--- src/rtl/rf_wb_arbiter.sv ---
// rf_wb_arbiter: round-robin arbiter sharing the register-file write port
// among three writeback requesters (0 = ALU, 1 = load, 2 = debug).
// The winner is registered onto rf_wa/rf_wd/rf_we one cycle after its
// transfer, and cycles with contention are counted in a saturating counter.
// Build option: define RF_ARB_FIXED_PRIO_EN for fixed priority 0 > 1 > 2
// (the round-robin pointer is then a constant 0).
module rf_wb_arbiter #(
  parameter int AW = 5,
  parameter int DW = 32,
  parameter int CW = 16
) (
  input  logic          clk,
  input  logic          rstn,
  input  logic          hold,
  input  logic          req0_valid,
  input  logic          req1_valid,
  input  logic          req2_valid,
  output logic          req0_ready,
  output logic          req1_ready,
  output logic          req2_ready,
  input  logic [AW-1:0] req0_addr,
  input  logic [AW-1:0] req1_addr,
  input  logic [AW-1:0] req2_addr,
  input  logic [DW-1:0] req0_data,
  input  logic [DW-1:0] req1_data,
  input  logic [DW-1:0] req2_data,
  output logic [AW-1:0] rf_wa,
  output logic [DW-1:0] rf_wd,
  output logic          rf_we,
  output logic [1:0]    grant_id,
  output logic [CW-1:0] contention_cnt
);

  localparam logic [1:0] IDLE_ID = 2'd3;

  // Successor of a requester index in the circular order 0 -> 1 -> 2 -> 0.
  function automatic logic [1:0] next_idx(input logic [1:0] i);
    return (i == 2'd2) ? 2'd0 : i + 2'd1;
  endfunction

  // Bit 3 is a constant 0 so an index of 3 can never select a live valid.
  logic [3:0]    valid_vec;
  logic          multi_valid;
  logic [1:0]    ptr;
  logic [1:0]    cur;
  logic          grant;
  logic [1:0]    win;
  logic [AW-1:0] win_addr;
  logic [DW-1:0] win_data;

  assign valid_vec   = {1'b0, req2_valid, req1_valid, req0_valid};
  assign multi_valid = (req0_valid & req1_valid) | (req0_valid & req2_valid) |
                       (req1_valid & req2_valid);

  // Pick the first valid requester starting from ptr; nothing is granted
  // during reset or hold.
  always_comb begin
    // NOTE: every combinational output gets a default first so no path
    // leaves it unassigned, which would otherwise infer a latch.
    grant = 1'b0;
    win   = 2'd0;
    cur   = ptr;
    if (rstn && !hold) begin
      for (int k = 0; k < 3; k++) begin
        if (!grant && valid_vec[cur]) begin
          grant = 1'b1;
          win   = cur;
        end
        cur = next_idx(cur);
      end
    end
  end

  assign req0_ready = grant && (win == 2'd0);
  assign req1_ready = grant && (win == 2'd1);
  assign req2_ready = grant && (win == 2'd2);

  // Route the winner's address and data to the output stage.
  always_comb begin
    win_addr = req0_addr;
    win_data = req0_data;
    case (win)
      2'd1: begin
        win_addr = req1_addr;
        win_data = req1_data;
      end
      2'd2: begin
        win_addr = req2_addr;
        win_data = req2_data;
      end
      default: begin
        win_addr = req0_addr;
        win_data = req0_data;
      end
    endcase
  end

`ifdef RF_ARB_FIXED_PRIO_EN
  assign ptr = 2'd0;
`else
  // Rotate priority to just past the last winner; frozen when idle or held.
  always_ff @(posedge clk) begin
    // NOTE: sequential state uses non-blocking assignments so every
    // register samples pre-edge values regardless of statement order.
    if (!rstn) begin
      ptr <= 2'd0;
    end else if (grant) begin
      ptr <= next_idx(win);
    end
  end
`endif

  // Register the winning write onto the register-file port.
  always_ff @(posedge clk) begin
    if (!rstn) begin
      // NOTE: rf_wa/rf_wd are datapath registers but are reset anyway
      // because bypass logic can observe them right after reset.
      rf_wa    <= '0;
      rf_wd    <= '0;
      rf_we    <= 1'b0;
      grant_id <= IDLE_ID;
    end else if (grant) begin
      rf_wa    <= win_addr;
      rf_wd    <= win_data;
      rf_we    <= (win_addr != '0);
      grant_id <= win;
    end else begin
      rf_we    <= 1'b0;
      grant_id <= IDLE_ID;
    end
  end

  // Count granted cycles that had competing requesters; saturates.
  always_ff @(posedge clk) begin
    if (!rstn) begin
      contention_cnt <= '0;
    end else if (grant && multi_valid && (contention_cnt != '1)) begin
      contention_cnt <= contention_cnt + 1'b1;
    end
  end

endmodule

--- config.mk ---
export PLATFORM = sky130hd
export DESIGN_NAME = rf_wb_arbiter
export DESIGN_NICKNAME = d
export VERILOG_FILES = /design/src/rtl/rf_wb_arbiter.sv
export SDC_FILE = /design/constraint.sdc
export NUM_CORES = 1
export LEC_CHECK = 0
export ABC_AREA = 1
export ABC_CLOCK_PERIOD_IN_PS = 2600
export CORE_UTILIZATION = 36
export DETAILED_ROUTE_END_ITERATION = 8
export GPL_ROUTABILITY_DRIVEN = 0
export PLACE_DENSITY = 0.75
export SYNTH_ARGS = -nofsm -noshare
export SYNTH_HDL_FRONTEND = slang
export SYNTH_SLANG_ARGS = --single-unit
--- constraint.sdc ---
create_clock -name clk -period 2.6 [get_ports clk]
set_input_delay 0.52 -clock clk [delete_from_list [all_inputs] [get_ports clk]]
set_output_delay 0.52 -clock clk [all_outputs]
set_load 0.01 [all_outputs]
Word-level counts from Yosys, hierarchy flattened
Cells that the tools add are included.
{ "totals": {"regBits": 58, "latch_bits": 0, "mem_bits_rw": 0, "mem_bits_ro": 0, "in_bits": 117, "output_inout_bits": 59, "wordCells": 58, "memories": 0} }
{ "op_classes": {"add_sub_neg": 4, "multipliers": 0, "div_mod_pow": 0, "order_cmp": 3, "eq_ne": 5, "n_shift": 0, "n_mux": 21, "bitwise_logic": 5, "reduce_logical": 14} }
{ "op_table": {"columns": ["op", "n"], "rows": [
  ["one-hot mux 32 bit (2 select lines)", 1],
  ["adder 16 x 1 -> 16 bit (second input constant)", 1],
  ["!= test 16 bit (second input constant)", 1],
  ["two-way mux 2 bit", 7],
  ["one-hot mux 5 bit (2 select lines)", 1],
  ["less-than comparator 2 x 3 -> 1 bit (second input constant)", 3],
  ["two-way mux 1 bit", 9],
  ["logical AND 1 bit", 8],
  ["adder 2 x 1 -> 2 bit (second input constant)", 3],
  ["binary-select mux 1 bit (select 2 bit)", 3],
  ["equality test 2 bit (second input constant)", 3],
  ["nonzero test 5 bit", 1],
  ["AND 1 bit", 3],
  ["zero test 1 bit", 3],
  ["equality test 2 x 1 -> 1 bit (second input constant)", 1],
  ["zero test 2 bit", 1],
  ["OR 1 bit", 2],
  ["AND reduction 2 bit", 1]
]} }

Depth between registers and ports, before layout
Gate-level depths: netlist of the first run.
{ "depth": {"ltp_word": 15, "ltp_mapped": 17, "mapped_depth_nobuf": 16} }

Worst setup path after synthesis of the first run
Ideal clock, no wire load.
{ "synth_path": {"kind": "in2out", "from": "input port req2_valid", "to": "output port req1_ready", "t_arrival_ns": 2.139, "t_required_ns": 2.080, "slack_ns": -0.059, "cell_stages": 14, "n_path_buf": 2, "path_cell_list": "nand3_1 nand2_2 nor2_4 nand2_1 nor2_1 nand2_1 nand3_1 nand2_1 inv_1 ha_1 buf_2 buf_1 inv_1 nor2_1"} }
{ "synth_between": {"elab_chain_cells": 14, "elab_cells_between_ends": 22, "classes_between": "1 x eq/ne; 16 x mux; 5 x reduce/logical"} }
{ "synth_lines": {"columns": ["element", "line_no", "rtl"], "rows": [
  ["start, declared", "17", "input logic req2_valid,"],
  ["binary-select mux 1 bit (select 2 bit)", "65", "if (!grant && valid_vec[cur]) begin"],
  ["two-way mux 1 bit (implied by the code)", "65", null],
  ["two-way mux 1 bit", "65", null],
  ["two-way mux 1 bit", "63", "if (rstn && !hold) begin"],
  ["zero test 1 bit", "65", null],
  ["logical AND 1 bit", "65", null],
  ["two-way mux 1 bit", "65", null],
  ["two-way mux 1 bit", "63", null],
  ["zero test 1 bit", "65", null],
  ["logical AND 1 bit", "65", null],
  ["two-way mux 2 bit *", "65", null],
  ["two-way mux 2 bit *", "63", null],
  ["named net win[0]", "47", "logic [1:0] win;"],
  ["equality test 2 x 1 -> 1 bit *", "75", "assign req1_ready = grant && (win == 2'd1);"],
  ["logical AND 1 bit *", "75", null],
  ["end, declared", "19", "output logic req1_ready,"]
]} }
Mark *: on every way through the listed nets, which the timed path passes. The rest lies on a longest branch. The select of a mux whose other input is x is not followed.

Final worst setup path of the first run
{ "layout_path": {"from": "register ptr[1]", "to": "output port req0_ready"} }
{ "layout_between": {"elab_chain_cells": 14, "elab_cells_between_ends": 28, "classes_between": "2 x add/sub; 2 x eq/ne; 18 x mux; 6 x reduce/logical"} }
{ "layout_lines": {"columns": ["element", "line_no", "rtl"], "rows": [
  ["start, declared", "44", "logic [1:0] ptr;"],
  ["start signal, assigned", "108", "ptr <= next_idx(win);"],
  ["branches (longest 13 deep; another with adder 2 x 1 -> 2 bit)", null, null],
  ["logical AND 1 bit *", "74", "assign req0_ready = grant && (win == 2'd0);"],
  ["end, declared", "18", "output logic req0_ready,"]
]} }
Mark *: on every way between the ends. The select of a mux whose other input is x is not followed.

==> results of run 1 <==
[sequential cells by signal, indices dropped and copies added (netlist names)]
register	flops
contention_cnt	16
grant_id	2
ptr	2
rf_wa	5
rf_wd	32
rf_we	1
[repair_timing]
item | in CTS | in global routing
pin swaps | 4 | 8
gates resized for setup | 30 | 32
setup buffers | 1 | 3
endpoints found under the hold margin | 0 | 0
endpoints found under the setup margin | 41 | 19
[logic make-up after synthesis]
| group | Yosys count | synth area share, % |
|---|---|---|
| mux | 32 | 9.76 |
| buf+inv | 51 | 6.83 |
| flops | 58 | 35.4 |
| simple gates | 140 | 19.1 |
| compound gates | 130 | 24.0 |
| xor+xnor | 10 | 2.67 |
| fa+ha+maj | 6 | 2.29 |
[stage by stage]
stage	worst slack (ns)	utilization (%)	total power, mW	setup TNS (ns)	area (um2)
2_1_floorplan	0.0471	-	1.31	0	3280
3_3_place_gp	-0.615	60.4	1.71	-13.68	5290
3_5_place_dp	-0.728	60.4	1.73	-18.81	5290
4_1_cts	0.0295	63.5	2.79	0	5570
5_1_grt	-0.0613	65.2	2.93	-0.249	5710
6_report	0.0593	65.2	2.81	0	5710
[power by group through the flow]
stage / sequential, mW / combinational (mW) / clock (mW)
3_5_place_dp: 1.00 / 0.729 / 0
2_1_floorplan: 1.02 / 0.293 / 0
4_1_cts: 0.982 / 0.737 / 1.07
3_3_place_gp: 0.997 / 0.718 / 0
5_1_grt: 0.993 / 0.826 / 1.11
6_report: 0.986 / 0.774 / 1.05
[worst max-delay path: cells and delay by family (launching register included)]
kind | cells | cell delay [ns]
AND/OR/NAND/NOR | 9 | 0.68
buffers and inverters | 4 | 0.39
flip-flops | 1 | 0.43
adder cells (fa/ha/maj) | 1 | 0.18
[routing by layer]
metal / up-vias / GRT usage [%] / share of wire [%] / wire length, um
met5: - / 0 / 0 / 0
met1: 1747 / 25.6 / 39 / 4390
met3: 17 / 5.97 / 6.1 / 694
met2: 137 / 42.1 / 53 / 5960
met4: 0 / 9.84 / 2.5 / 284
li1: 1871 / - / - / -
[cell type report]
type | instances | area (um2)
Clock buffer | 11 | 151
Clock inverter | 5 | 100
Fill cell | 736 | 3050
Inverter | 24 | 97.6
Multi-Input combinational cell | 318 | 2030
Sequential cell | 58 | 1170
Tap cell | 108 | 135
Timing Repair Buffer | 208 | 2020
[path summary, 6_finish.rpt]
check                    end  slack [ns]
setup reg to reg   rf_wd[21]        0.09
hold / removal      rf_wa[1]        0.47
setup / recovery  req0_ready        0.06
hold reg to reg     rf_wa[1]        0.47
[synthesized netlist by cell type, types with 6 or more instances]
| library cell | n |
|---|---|
| a21oi_1 | 51 |
| mux2i_1 | 32 |
| inv_1 | 21 |
| nor2_1 | 27 |
| ha_1 | 6 |
| nand2_1 | 73 |
| clkbuf_1 | 13 |
| o21ai_0 | 41 |
| dfxtp_1 | 58 |
| xor2_1 | 6 |
| nand3_1 | 21 |
| a22o_1 | 33 |
| buf_2 | 8 |
==> metrics.md, run 1 <==
| Metric | Value |
|---|---|
| Inst Count DP | `712` |
| Initial DRC Count | `84` |
| Syn_nets | `550` |
| Grt total ovfl | `0` |
| Die Y | `97.5 um` |
| Antenna Nets Post-Route | `0` |
| CTS Buf Count | `9` |
| Site Rows | `34` |
| Fin. Hold Viols | `0` |
| RR Startpoint | `ptr[1]` |
| CTS root buf | `clkbuf_8` |
| CP Cell Sequence | `inv_6 -> nand3_4 -> nand2_4 -> nor2_4 -> nand2_2 -> nor2_4 -> nand2_1 -> nand3_2 -> nand2_2 -> buf_6 -> ha_1 -> inv_1 -> nor2_1 -> buf_2` |
| Syn Inst Count | `427` |
| Largest net degree at the start of global routing | `59` |
| Switching power | `0.740 mW` |
| Yosys warns | `0` |
| Reg2reg path depth | `15` |
| Share of async-settable or async-resettable flops after synthesis | `0%` |
| CTS tree | `built` |
| Vias | `3772` |
| Die Span X | `97.5 um` |
| Final cycle utilization of the critical path | `97.7%` |
| Sw frac | `26.3%` |
| Hold-critical path depth | `2` |
| Max incr delay on CP | `0.43 ns` |
| Arrival time worst endpoint | `2.02 ns` |
| Lkg Pwr | `2.37 nW` |
| Initial antenna violation count | `0` |
| Avg Vias per Cell | `5.15` |
| Antenna cells | `0` |
| Clock share of power | `37.4%` |
| CP max-delay cell | `dfxtp_4` |
| Worst skew pair latency | `0.33 ns` |
| Synth-to-Final Area Change | `74.1%` |
| Worst hold path startpoint | `rf_wa[1]` |
| Clock Sinks | `58` |
| Post-Route Skew | `0.00727 ns` |
| Full die area | `9500 um2` |
| Yosys top cell by area | `dfxtp_1` |
| Power per cell area | `492 nW/um2` |
| Synth Flop Type | `dfxtp_1` |
| Post-synth design cell area | `3280 um2` |
| All-Layer GR Usage | `23.3%` |
| Pint | `2.07 mW` |
| Commonest non-fill, non-tap cell in the layout | `clkdlybuf4s50_1` |
| Synth Area per Inst | `7.68 um2` |
| RSZ-0062 raised after global routing | `yes` |
| CP Data Required Time | `2.08 ns` |
| EDFF count, synth | `0` |
| Leading post-synthesis cells by cell area | `dfxtp_1, mux2i_1, a22o_1` |
| Cts hold-fix bufs | `0` |
| Register clock-pin slew on the reported worst setup and hold paths | `0.07 ns` |
| Sequential share of power | `35.1%` |
| Post-synthesis sequential area ratio | `35.4%` |
| Status | `finished, final reports clean` |
| Count of pins over their slew limit | `0` |
| Crit-path max FO | `6` |
| Core area | `8760 um2` |
| Worst hold path type | `reg -> reg` |
| I/O pin cnt | `176` |
| I/O Buffers | `175` |
| DRC | `0` |
| Setup violators final | `0` |
| Clk buf depth | `2` |
| Final min period | `2.54 ns` |
| H-tree Lvls | `3` |
| Crit Path Category | `reg -> out` |
| Drt pass-1 iters | `5` |
| Peak VDD IR | `0.000231 V` |
| #FFs+latches synth | `58` |
| Post-synth cell types | `32` |
| Vias in the first global route | `3682` |
| Worst Tran Pin Value | `0.395 ns` |
| CP startpoint kind | `register` |
| First-pass GRT wire length | `17500 um` |
| Min Hold Slack | `0.468 ns` |
| Synth top area share | `35.4%` |
| Capturing element type of the critical path | `output pin` |
| Starting Density | `37.4%` |
| Non-Filler Instances | `732` |
| Max Cap Viol | `0` |
| Peak Freq | `0.394 GHz` |
| Routed WL per cell | `15.5 um` |
| Critical path launch point | `ptr[1]` |
| Slew headroom | `73.7%` |
| Layout cell share with drive strength beyond 1 | `14.6%` |
| Fin nets | `742` |
| Most frequent cells in the layout | `clkdlybuf4s50_1, nand2_1, dfxtp_1, a21oi_1, o21ai_0` |
| HPWL Detailed | `8450 um` |
| Total Wirelength | `11300 um` |
| Comb power frac | `27.5%` |
Note: power is estimated with default switching activity, not from simulation.
==> run 2: changes to the inputs <==
--- a/config.mk
+++ b/config.mk
@@ -8,6 +8,7 @@
 export ABC_AREA = 1
 export ABC_CLOCK_PERIOD_IN_PS = 2600
 export CORE_UTILIZATION = 36
+export CTS_CLUSTER_SIZE = 10
 export DETAILED_ROUTE_END_ITERATION = 8
 export GPL_ROUTABILITY_DRIVEN = 0
 export PLACE_DENSITY = 0.75
==> results of run 2 <==
The final DEF is identical to that of run 1; final timing and power are the same.
